File: src/rtl/layer_sequencer.sv
// Sequencer that reuses one serial neuron-layer datapath for NUM_LAYERS passes,
// ping-ponging activations between two buffers and streaming the final layer out.
module layer_sequencer #(
  parameter int LAYER_SIZE = 3,
  parameter int BIT_SIZE   = 8,
  parameter int NUM_LAYERS = 2,
  localparam int AW = ($clog2(NUM_LAYERS * LAYER_SIZE) > 0) ? $clog2(NUM_LAYERS * LAYER_SIZE) : 1
) (
  input  logic                clk,
  input  logic                rst_n,
  input  logic                in_valid,
  output logic                in_ready,
  input  logic [BIT_SIZE-1:0] in_data,
  output logic                out_valid,
  input  logic                out_ready,
  output logic [BIT_SIZE-1:0] out_data,
  output logic                busy,
  output logic                dp_clr,
  output logic                dp_acc,
  output logic [BIT_SIZE-1:0] dp_x,
  output logic [AW-1:0]       w_addr,
  output logic                dp_load,
  output logic                dp_shift,
  input  logic [BIT_SIZE-1:0] dp_y
);

  localparam int CW = ($clog2(LAYER_SIZE) > 0) ? $clog2(LAYER_SIZE) : 1;
  localparam int LW = ($clog2(NUM_LAYERS) > 0) ? $clog2(NUM_LAYERS) : 1;
  localparam logic [CW-1:0] LAST_CNT   = CW'(LAYER_SIZE - 1);
  localparam logic [LW-1:0] LAST_LAYER = LW'(NUM_LAYERS - 1);

  typedef enum logic [2:0] {
    IDLE,
    LOAD,
    CLEAR,
    ACCUM,
    STORE,
    DRAIN
  } state_t;

  state_t        state;
  logic [CW-1:0] cnt;
  logic [LW-1:0] layer;
  logic [AW-1:0] addr;
  logic          src_b;

  logic [BIT_SIZE-1:0] buf_a [LAYER_SIZE];
  logic [BIT_SIZE-1:0] buf_b [LAYER_SIZE];

  logic final_layer;
  logic last_cnt;
  logic drain_mid;
  logic out_xfer;

  assign final_layer = (layer == LAST_LAYER);
  assign last_cnt    = (cnt == LAST_CNT);
  assign drain_mid   = (state == DRAIN) && !final_layer;
  assign out_xfer    = (state == DRAIN) && final_layer && out_ready;

  // w_addr runs as a flat counter: layers are visited in order, so it equals
  // layer*LAYER_SIZE + cnt throughout every ACCUM phase.
  always_ff @(posedge clk or negedge rst_n) begin
    if (!rst_n) begin
      state <= IDLE;
      cnt   <= '0;
      layer <= '0;
      addr  <= '0;
      src_b <= 1'b0;
    end else begin
      case (state)
        IDLE: begin
          cnt <= '0;
          if (in_valid) state <= LOAD;
        end
        LOAD: begin
          if (in_valid) begin
            if (last_cnt) begin
              state <= CLEAR;
              cnt   <= '0;
              layer <= '0;
              addr  <= '0;
              src_b <= 1'b0;
            end else begin
              cnt <= cnt + 1'b1;
            end
          end
        end
        CLEAR: begin
          state <= ACCUM;
          cnt   <= '0;
        end
        ACCUM: begin
          addr <= addr + 1'b1;
          if (last_cnt) begin
            state <= STORE;
            cnt   <= '0;
          end else begin
            cnt <= cnt + 1'b1;
          end
        end
        STORE: begin
          state <= DRAIN;
          cnt   <= '0;
        end
        DRAIN: begin
          if (!final_layer) begin
            if (last_cnt) begin
              state <= CLEAR;
              cnt   <= '0;
              layer <= layer + 1'b1;
              src_b <= ~src_b;
            end else begin
              cnt <= cnt + 1'b1;
            end
          end else if (out_ready) begin
            if (last_cnt) begin
              state <= in_valid ? LOAD : IDLE;
              cnt   <= '0;
              layer <= '0;
            end else begin
              cnt <= cnt + 1'b1;
            end
          end
        end
        default: state <= IDLE;
      endcase
    end
  end

  // Buffer A takes the input vector and the outputs of odd layers; B the outputs of even layers.
  logic                wr_a;
  logic                wr_b;
  logic [BIT_SIZE-1:0] wr_a_data;

  assign wr_a      = ((state == LOAD) && in_valid) || (drain_mid && src_b);
  assign wr_b      = drain_mid && !src_b;
  assign wr_a_data = (state == LOAD) ? in_data : dp_y;

  always_ff @(posedge clk) begin
    if (wr_a) buf_a[cnt] <= wr_a_data;
    if (wr_b) buf_b[cnt] <= dp_y;
  end

  assign busy      = (state != IDLE);
  assign in_ready  = (state == LOAD);
  assign dp_clr    = (state == CLEAR);
  assign dp_acc    = (state == ACCUM);
  assign dp_load   = (state == STORE);
  assign out_valid = (state == DRAIN) && final_layer;
  assign out_data  = out_valid ? dp_y : '0;
  assign dp_shift  = drain_mid || out_xfer;
  assign w_addr    = dp_acc ? addr : '0;
  assign dp_x      = dp_acc ? (src_b ? buf_b[cnt] : buf_a[cnt]) : '0;

endmodule

File: config.mk
export PLATFORM = sky130hd
export DESIGN_NAME = layer_sequencer
export DESIGN_NICKNAME = d
export VERILOG_FILES = /design/src/rtl/layer_sequencer.sv
export SDC_FILE = /design/constraint.sdc
export NUM_CORES = 1
export LEC_CHECK = 0
export BUFFER_PORTS_ARGS = -buffer_cell sky130_fd_sc_hd__buf_2
export CORE_MARGIN = 1
export CORE_UTILIZATION = 46
export CTS_BUF_LIST = sky130_fd_sc_hd__clkbuf_2
export CTS_CLUSTER_SIZE = 25
export DETAILED_ROUTE_END_ITERATION = 12
export PLACE_DENSITY = 0.69
export SYNTH_ARGS = -nofsm -noshare
export SYNTH_HDL_FRONTEND = slang
export SYNTH_SLANG_ARGS = --single-unit
File: constraint.sdc
create_clock -name clk -period 2.75 [get_ports clk]
set_clock_uncertainty 0.05 [all_clocks]
set_input_delay 0.1375 -clock clk [delete_from_list [all_inputs] [get_ports clk]]
set_output_delay 0.1375 -clock clk [all_outputs]
set_load 0.01 [all_outputs]
# [Yosys cells after proc, flatten, opt, wreduce, memory -nomap -nowiden]
# Memories as Yosys holds them, arrays and structs flattened.
# Cells that the tools add are included.
[totals] rom_bits=0 mem_count=2 latchBits=0 ram_bits=48 out_inout_bits=26 regBits=10
[mem_list] name="buf_a" words=3 width=8 read_ports=1 rd_ports_with_merged_regs=0 write_ports=1 line_no="47" source="logic [BIT_SIZE-1:0] buf_a [LAYER_SIZE];"
[mem_list] name="buf_b" words=3 width=8 read_ports=1 rd_ports_with_merged_regs=0 write_ports=1 line_no="48" source="logic [BIT_SIZE-1:0] buf_b [LAYER_SIZE];"
[classes] addsub=3 n_eq_ne=14 n_lt_le_gt_ge=0 n_bitwise=1 n_mux=36 shift=0 div_mod_pow=0 reduce_logical=21 n_mul=0
[op_table] operator="8-bit two-way mux" n=4
[op_table] operator="3-bit two-way mux" n=10
[op_table] operator="3-bit one-hot mux with 6 select lines" n=1
[op_table] operator="1-bit two-way mux" n=13
[op_table] operator="5-bit AND reduction" n=2
[op_table] operator="3-bit AND reduction" n=3
[op_table] operator="2-bit two-way mux" n=4
[op_table] operator="2-bit inequality test (second input constant)" n=4
[op_table] operator="2-bit one-hot mux with 4 select lines" n=1
[op_table] operator="3-bit by 2-bit equality test with 1-bit output (second input constant)" n=2
[op_table] operator="3-bit equality test (second input constant)" n=2
[op_table] operator="1-bit logical AND" n=6
[op_table] operator="3-bit inequality test (second input constant)" n=2
[op_table] operator="3-bit one-hot mux with 2 select lines" n=1
[op_table] operator="2-bit by 1-bit inequality test with 1-bit output (second input constant)" n=2
[op_table] operator="1-bit one-hot mux with 2 select lines" n=2
[op_table] operator="2-bit nonzero test" n=2
[op_table] operator="4-bit nonzero test" n=1
[op_table] operator="3-bit by 1-bit adder with 3-bit output (second input constant)" n=1
[op_table] operator="3-bit by 1-bit equality test with 1-bit output (second input constant)" n=1
[op_table] operator="3-bit zero test" n=1
[op_table] operator="3-bit nonzero test" n=1
[op_table] operator="3-bit OR reduction" n=1
[op_table] operator="2-bit by 1-bit adder with 2-bit output (second input constant)" n=1
[op_table] operator="5 further kinds" n=7

# [Logic depth before layout (Yosys ltp)]
# Gate-level depths: netlist of the first run.
[depth] ltp_word=6 mapped_depth=6 mapped_depth_nobuf=4

# [Least setup slack after synthesis of the first run]
# OpenSTA, ideal clock, no wires.
[synth_timing] kind="flip-flop to flip-flop" startpoint="register state[1]" endpoint="memory buf_b[1][0] (enable)" slack_ps=883 path_stages_with_launch=6 synth_period_minus_slack_ps=1867 arrival_ps=1446 setup_time_ps=370 required_time_ps=2330 cell_sequence="dfrtp_1 buf_4 nor2b_1 nand2_1 or3_1 nor2_1"
[synth_via] elab_chain_len=5
[synth_lines] item="start: declaration" line_no="41" source="state_t state;"
[synth_lines] item="start signal: assignment" line_no="117" source="state <= in_valid ? LOAD : IDLE;"
[synth_lines] item="3-bit equality test" line_no="57" source="assign drain_mid = (state == DRAIN) && !final_layer;"
[synth_lines] item="1-bit logical AND" line_no="57"
[synth_lines] item="1-bit logical AND" line_no="136" source="assign wr_b = drain_mid && !src_b;"
[synth_lines] item="1-bit two-way mux" line_no="141" source="if (wr_b) buf_b[cnt] <= dp_y;"
[synth_lines] item="1-bit two-way mux (not written as such)" line_no="141"
[synth_lines] item="end: declaration" line_no="48"
# No other way between the ends.

# [Worst setup path after layout of the first run]
[layout_timing] startpoint="register state[1]" endpoint="output port w_addr[1]"
[layout_via] elab_chain_len=2
[layout_lines] item="3-bit by 2-bit equality test with 1-bit output" line_no="147" source="assign dp_acc = (state == ACCUM);"
[layout_lines] item="3-bit two-way mux" line_no="152" source="assign w_addr = dp_acc ? addr : '0;"
[layout_lines] item="end: declaration" line_no="21" source="output logic [AW-1:0] w_addr,"
# No other way between the ends.

==> flow_metrics.env, run 1 <==
export IMPL_switching_share_pct=35.9
export IMPL_fp_dieH_um=80.3
export IMPL_critPathSlowestCell="dfrtp_1"
export IMPL_seq_power_share_pct=40.4
export IMPL_fmax_mhz=403
export IMPL_drive_gt1_share_pct=29.4
export IMPL_rsz0062_at_grt="false"
export IMPL_setup_tns_final_ns=0
export IMPL_relSlewSlack_pct=59.0
export IMPL_fin_area_mm2=0.00350
export IMPL_fin_crit_ns=2.48
export IMPL_drc=0
export IMPL_crit_arrival_ns=2.29
export IMPL_cp_slowest_stage_delay_ns=0.58
export IMPL_cts_setup_buffers=0
export IMPL_synth_mux_area_share_pct=12.9
export IMPL_fin_crit_sh_pct=90.2
export IMPL_cts_tree="yes"
export IMPL_finalHoldViolCount=0
export IMPL_synth_simple_gate_area_share_pct=14.2
export IMPL_synth_common_cells="48 x edfxtp_1, 25 x mux2i_1, 25 x nand2_1"
export IMPL_p_leak_nw=1.43
export IMPL_cts_hold_buffers=20
export IMPL_finalHoldWorstSlack_ns=0.360
export IMPL_clk_root_buffer_cell="clkbuf_2"
export IMPL_overflow=0
export IMPL_grt_pass1_vias=1893
export IMPL_start_util_pct=47.6
export IMPL_routed_wl_um=6030
export IMPL_fin_util_pct=59.2
export IMPL_synth_compound_area_share_pct=8.61
export IMPL_grt_total_usage_pct=21.2
export IMPL_yosys_area_top_type="edfxtp_1"
export IMPL_syn_instance_count=228
export IMPL_synthXorXnorAreaFrac_pct=0
export IMPL_area_delta_synth_final_pct=24.2
export IMPL_cp_end_kind="output port"
export IMPL_clk_pin_slew_ns=0.18
export IMPL_postPlaceCellArea_mm2=0.00314
export IMPL_rows=28
export IMPL_dr_pass1_iters=5
export IMPL_crit_type="register to output port"
export IMPL_finalNetCount=322
export IMPL_synth_edf_count=48
export IMPL_syn_cell_area_mm2=0.00282
export IMPL_io_buffers=45
export IMPL_clk_latency_ns=0.50
export IMPL_final_antenna_net_count=0
export IMPL_path_cells="buf_4 -> nand3b_1 -> inv_1 -> and2_1 -> buf_2"
export IMPL_gp_congestion=0.817
export IMPL_synth_top_family_by_area="simple AND/OR/NAND/NOR gates"
export IMPL_syn_nets=249
export IMPL_clock_sinks=58
export IMPL_crit_fanout=13
export IMPL_seq_area_frac_synth_pct=60.0
export IMPL_synthTopCellsByArea="edfxtp_1 51%, dfrtp_1 8.9%, mux2i_1 8.9%, mux2_2 3.6%, o21ai_0 3.4%"
export IMPL_clockPowerShare_pct=21.8
export IMPL_ys_ff_latch=58
export IMPL_maxCapViolCount=0
export IMPL_combPwrFrac_pct=37.8
export IMPL_htree_levels=3
export IMPL_top_level_ports=46
export IMPL_peakVddDrop_uv=447
export IMPL_p_int_w=0.00214
export IMPL_via_count=1975
export IMPL_core_mm2=0.00592
export IMPL_required_ns=2.56
export IMPL_synth_area_per_cell_um2=12.4
export IMPL_synth_most_common_cell="edfxtp_1"
export IMPL_antenna_found_initial=0
export IMPL_grt_pass1_wl_um=9530
export IMPL_switching_power_w=0.00120
export IMPL_p_per_area_mw_per_mm2=951
export IMPL_start_kind="register"
export IMPL_drt_iter0_drc=228
export IMPL_synth_top_area_share_pct=51.1
export IMPL_ys_flop_type="edfxtp_1"
export IMPL_status="finished clean"
export IMPL_grt_max_degree=23
export IMPL_tightest_slew_ns=0.615
export IMPL_hpwl_um=3890
export IMPL_synth_fa_ha_area_share_pct=0.444
export IMPL_hold_class="input port to register"
export IMPL_async_flop_share_pct=17.2
export IMPL_die_area_mm2=0.00645
export IMPL_antenna_cells=0
export IMPL_cts_repair_resized=0
export IMPL_clock_path_buffers=2
export IMPL_wl_per_cell_um=15.8
export IMPL_ys_types=40
export IMPL_slew_viol_final=0
export IMPL_die_w_um=80.3
export IMPL_numCtsBuffers=9
export IMPL_via_per_inst=5.18
export IMPL_setup_viol=0
export IMPL_yosys_warnings=0
-- layer usage --
layer / track usage (%) / vias to the layer above / wire [um]
met3: 6.25 / 6 / 402
li1: - / 978 / -
met4: 9.11 / 0 / 51
met2: 33.6 / 62 / 2960
met1: 26.9 / 929 / 2620
met5: 0 / - / 0
-- power by group through the flow --
stage / clock network, W / registers [W] / logic, W
CTS: 0.000740 / 0.00135 / 0.00127
global placement: 0 / 0.00136 / 0.00121
finish: 0.000726 / 0.00135 / 0.00126
global route: 0.000782 / 0.00137 / 0.00141
detailed placement: 0 / 0.00137 / 0.00125
floorplan: 0 / 0.00124 / 0.00103
-- flip-flops by register name, indices dropped and copies added, names as in the netlist --
name,cells
addr,3
buf_a,24
buf_b,24
cnt,2
final_layer,1
src_b,1
state,3
-- final cells by class --
| class | count | area, um^2 |
|---|---|---|
| Clock inverter | 7 | 118 |
| Tap cell | 75 | 93.8 |
| Clock buffer | 9 | 45.0 |
| Timing Repair Buffer | 78 | 523 |
| Sequential cell | 58 | 1690 |
| Fill cell | 475 | 2420 |
| Multi-Input combinational cell | 150 | 1020 |
| Inverter | 4 | 15.0 |
-- worst max-delay path: cells and delay by family (launching register included) --
family | cells | cell delay, ns
buf+inv | 3 | 0.66
flops | 1 | 0.58
simple gates | 2 | 0.58
-- cells by family after synthesis --
| logic type | Yosys count |
|---|---|
| multiplexers | 35 |
| adder cells (fa/ha/maj) | 1 |
| flip-flops | 58 |
| buffers and inverters | 20 |
| AO/OA/AOI/OAI | 39 |
| AND/OR/NAND/NOR | 75 |
-- final timing paths --
check,depth (start not counted),from,slack [ns],end
worst max register to register,5,state[0],0.74,buf_b[0][4]
worst min register to register,1,addr[2],0.45,addr[2]
worst min-delay path,2,dp_y[7],0.36,buf_b[1][7]
max in group asynchronous,3,rst_n,1.67,state[1]
worst max-delay path,5,state[1],0.27,w_addr[1]
min in group asynchronous,3,rst_n,0.60,cnt[0]
-- placed cells by master, fill, tap and decap left out, drive strengths merged --
| cell type | n |
|---|---|
| a21oi | 5 |
| nor3 | 6 |
| clkbuf | 9 |
| nand2 | 25 |
| dlygate4sd3 | 20 |
| o21ai | 22 |
| or3 | 2 |
| mux2i | 25 |
| nand4bb | 1 |
| nand3b | 1 |
| a32o | 1 |
| and2 | 12 |
| o32ai | 2 |
| clkinv | 4 |
| nand3 | 1 |
| o21a | 1 |
| a31oi | 1 |
| buf | 58 |
| a32oi | 1 |
| mux2 | 10 |
| dfrtp | 10 |
| nand2b | 3 |
| and4b | 1 |
| and3 | 1 |
| inv | 4 |
| and3b | 1 |
| bufinv | 3 |
| nor2b | 4 |
| edfxtp | 48 |
| o22ai | 3 |
| o21bai | 2 |
| a22o | 1 |
| nor2 | 17 |
| ha | 1 |
-- per-stage QoR --
stage	total power, W	worst slack (ns)	std cells
floorplan	0.00227	0.883	228
global placement	0.00257	0.796	345
detailed placement	0.00262	0.752	345
CTS	0.00336	0.184	381
global route	0.00356	0.0300	381
finish	0.00333	0.269	381
No activity file was read; power rests on OpenSTA's default activity.
==> inputs of run 2 (changes only) <==
CELL_PAD_IN_SITES_DETAIL_PLACEMENT = 0   (was default)
CELL_PAD_IN_SITES_GLOBAL_PLACEMENT = 1   (was default)
PLACE_DENSITY = 0.83   (was 0.69)
==> flow_metrics.env, run 2 (synthesis gave the netlist of run 1 again) <==
export IMPL_status="finished clean"
export IMPL_peakVddDrop_uv=599
export IMPL_fin_crit_ns=2.29
export IMPL_die_w_um=80.3
export IMPL_start_kind="register"
export IMPL_crit_fanout=12
export IMPL_drt_iter0_drc=144
export IMPL_required_ns=2.56
export IMPL_tightest_slew_ns=0.661
export IMPL_fin_area_mm2=0.00342
export IMPL_postPlaceCellArea_mm2=0.00310
export IMPL_area_delta_synth_final_pct=21.3
export IMPL_multi_input_comb_area_mm2=0.00102
export IMPL_seqCellArea_mm2=0.00169
export IMPL_top_level_ports=46
export IMPL_finalHoldWorstSlack_ns=0.0572
export IMPL_fp_dieH_um=80.3
export IMPL_slew_viol_final=0
export IMPL_fmax_mhz=436
export IMPL_grt_max_degree=32
export IMPL_grt_total_usage_pct=21.0
export IMPL_finalNetCount=316
export IMPL_start_util_pct=47.6
export IMPL_clk_root_buffer_cell="clkbuf_2"
export IMPL_final_antenna_net_count=0
export IMPL_via_per_inst=5.21
export IMPL_cts_tree="yes"
export IMPL_fin_ws_ns=0.455
export IMPL_crit_arrival_ns=2.11
export IMPL_finalHoldViolCount=0
export IMPL_setup_tns_final_ns=0
export IMPL_htree_levels=3
export IMPL_p_leak_nw=1.38
export IMPL_setup_viol=0
export IMPL_core_mm2=0.00592
export IMPL_layout_commonest_cell="edfxtp_1"
export IMPL_numCtsBuffers=9
export IMPL_die_area_mm2=0.00645
export IMPL_reg_top3="buf_a (24), buf_b (24)"
export IMPL_routed_wl_um=6040
export IMPL_p_per_area_mw_per_mm2=930
export IMPL_maxCapViolCount=0
export IMPL_fin_crit_sh_pct=83.4
export IMPL_antenna_found_initial=0
export IMPL_relSlewSlack_pct=55.7
export IMPL_overflow=0
export IMPL_wl_per_cell_um=16.1
export IMPL_drive_gt1_share_pct=28.4
export IMPL_cts_setup_buffers=0
export IMPL_drc=0
export IMPL_fin_util_pct=57.8
export IMPL_rows=28
export IMPL_rsz0062_at_grt="false"
export IMPL_fillers=526
export IMPL_hpwl_um=4040
export IMPL_clk_latency_ns=0.47
export IMPL_crit_type="register to output port"
export IMPL_gp_congestion=0.818
export IMPL_cp_end_kind="output port"
export IMPL_grt_pass1_vias=1908
export IMPL_via_count=1947
export IMPL_final_cell_mix="48 x edfxtp_1, 45 x buf_2, 25 x mux2i_1, 25 x nand2_1"
export IMPL_hold_class="input port to register"
export IMPL_grt_pass1_wl_um=9580
export IMPL_io_buffers=45
export IMPL_clk_pin_slew_ns=0.17
export IMPL_dr_pass1_iters=4
export IMPL_clock_path_buffers=2
export IMPL_antenna_cells=0
export IMPL_place_ws_ns=0.593
export IMPL_clock_sinks=58
-- run 2: worst max-delay path, cell delays in order, from the launching register on --
cell and delay (ns):
dfrtp_1 0.55, nand3b_1 0.54, inv_1 0.28, and2_1 0.15, buf_2 0.12
-- run 2: area by class of cell --
class,instances,share of cell area (%)
timing repair buffer,72,13.9
sequential,58,49.5
tap,75,2.74
multi-input combinational,150,29.7
clock buffer,9,1.32
clock inverter,6,2.41
inverter,4,0.439
-- run 2: worst paths after layout --
path	slack, ns	from	to	cells past startpoint
worst max register to register	0.55	state[0]	buf_b[0][3]	4
worst min-delay path	0.06	in_valid	state[0]	3
max in group asynchronous	1.68	rst_n	cnt[1]	3
worst min register to register	0.45	addr[2]	addr[2]	1
min in group asynchronous	0.61	rst_n	state[2]	3
worst max-delay path	0.46	state[2]	w_addr[0]	4
-- run 2: where the power goes --
| part | switching, W | total, W | internal (W) |
|---|---|---|---|
| Clock | 0.000307 | 0.000599 | 0.000292 |
| Combinational | 0.000691 | 0.00124 | 0.000548 |
| Sequential | 0.000167 | 0.00134 | 0.00118 |
-- run 2: routing by layer --
| layer | vias to the layer above | track usage, % | part of all wire (%) |
|---|---|---|---|
| li1 | 961 | - | - |
| met1 | 928 | 28.7 | 47 |
| met2 | 47 | 31.6 | 47 |
| met3 | 11 | 4.20 | 3.8 |
| met4 | 0 | 10.5 | 2.4 |
| met5 | - | 0 | 0 |
-- run 2: metrics by stage --
stage,cells,power [W]
2_1_floorplan,228,0.00227
4_1_cts,374,0.00321
3_3_place_gp,340,0.00256
3_5_place_dp,340,0.00259
5_1_grt,374,0.00340
6_report,374,0.00318
-- run 2: timing repair --
| action | 4_1_cts | 5_1_grt |
|---|---|---|
| gates resized for setup | 0 | 1 |
| hold endpoints to repair | 59 | 0 |
| hold buffers | 19 | 0 |
| endpoints found under the setup margin | 0 | 1 |
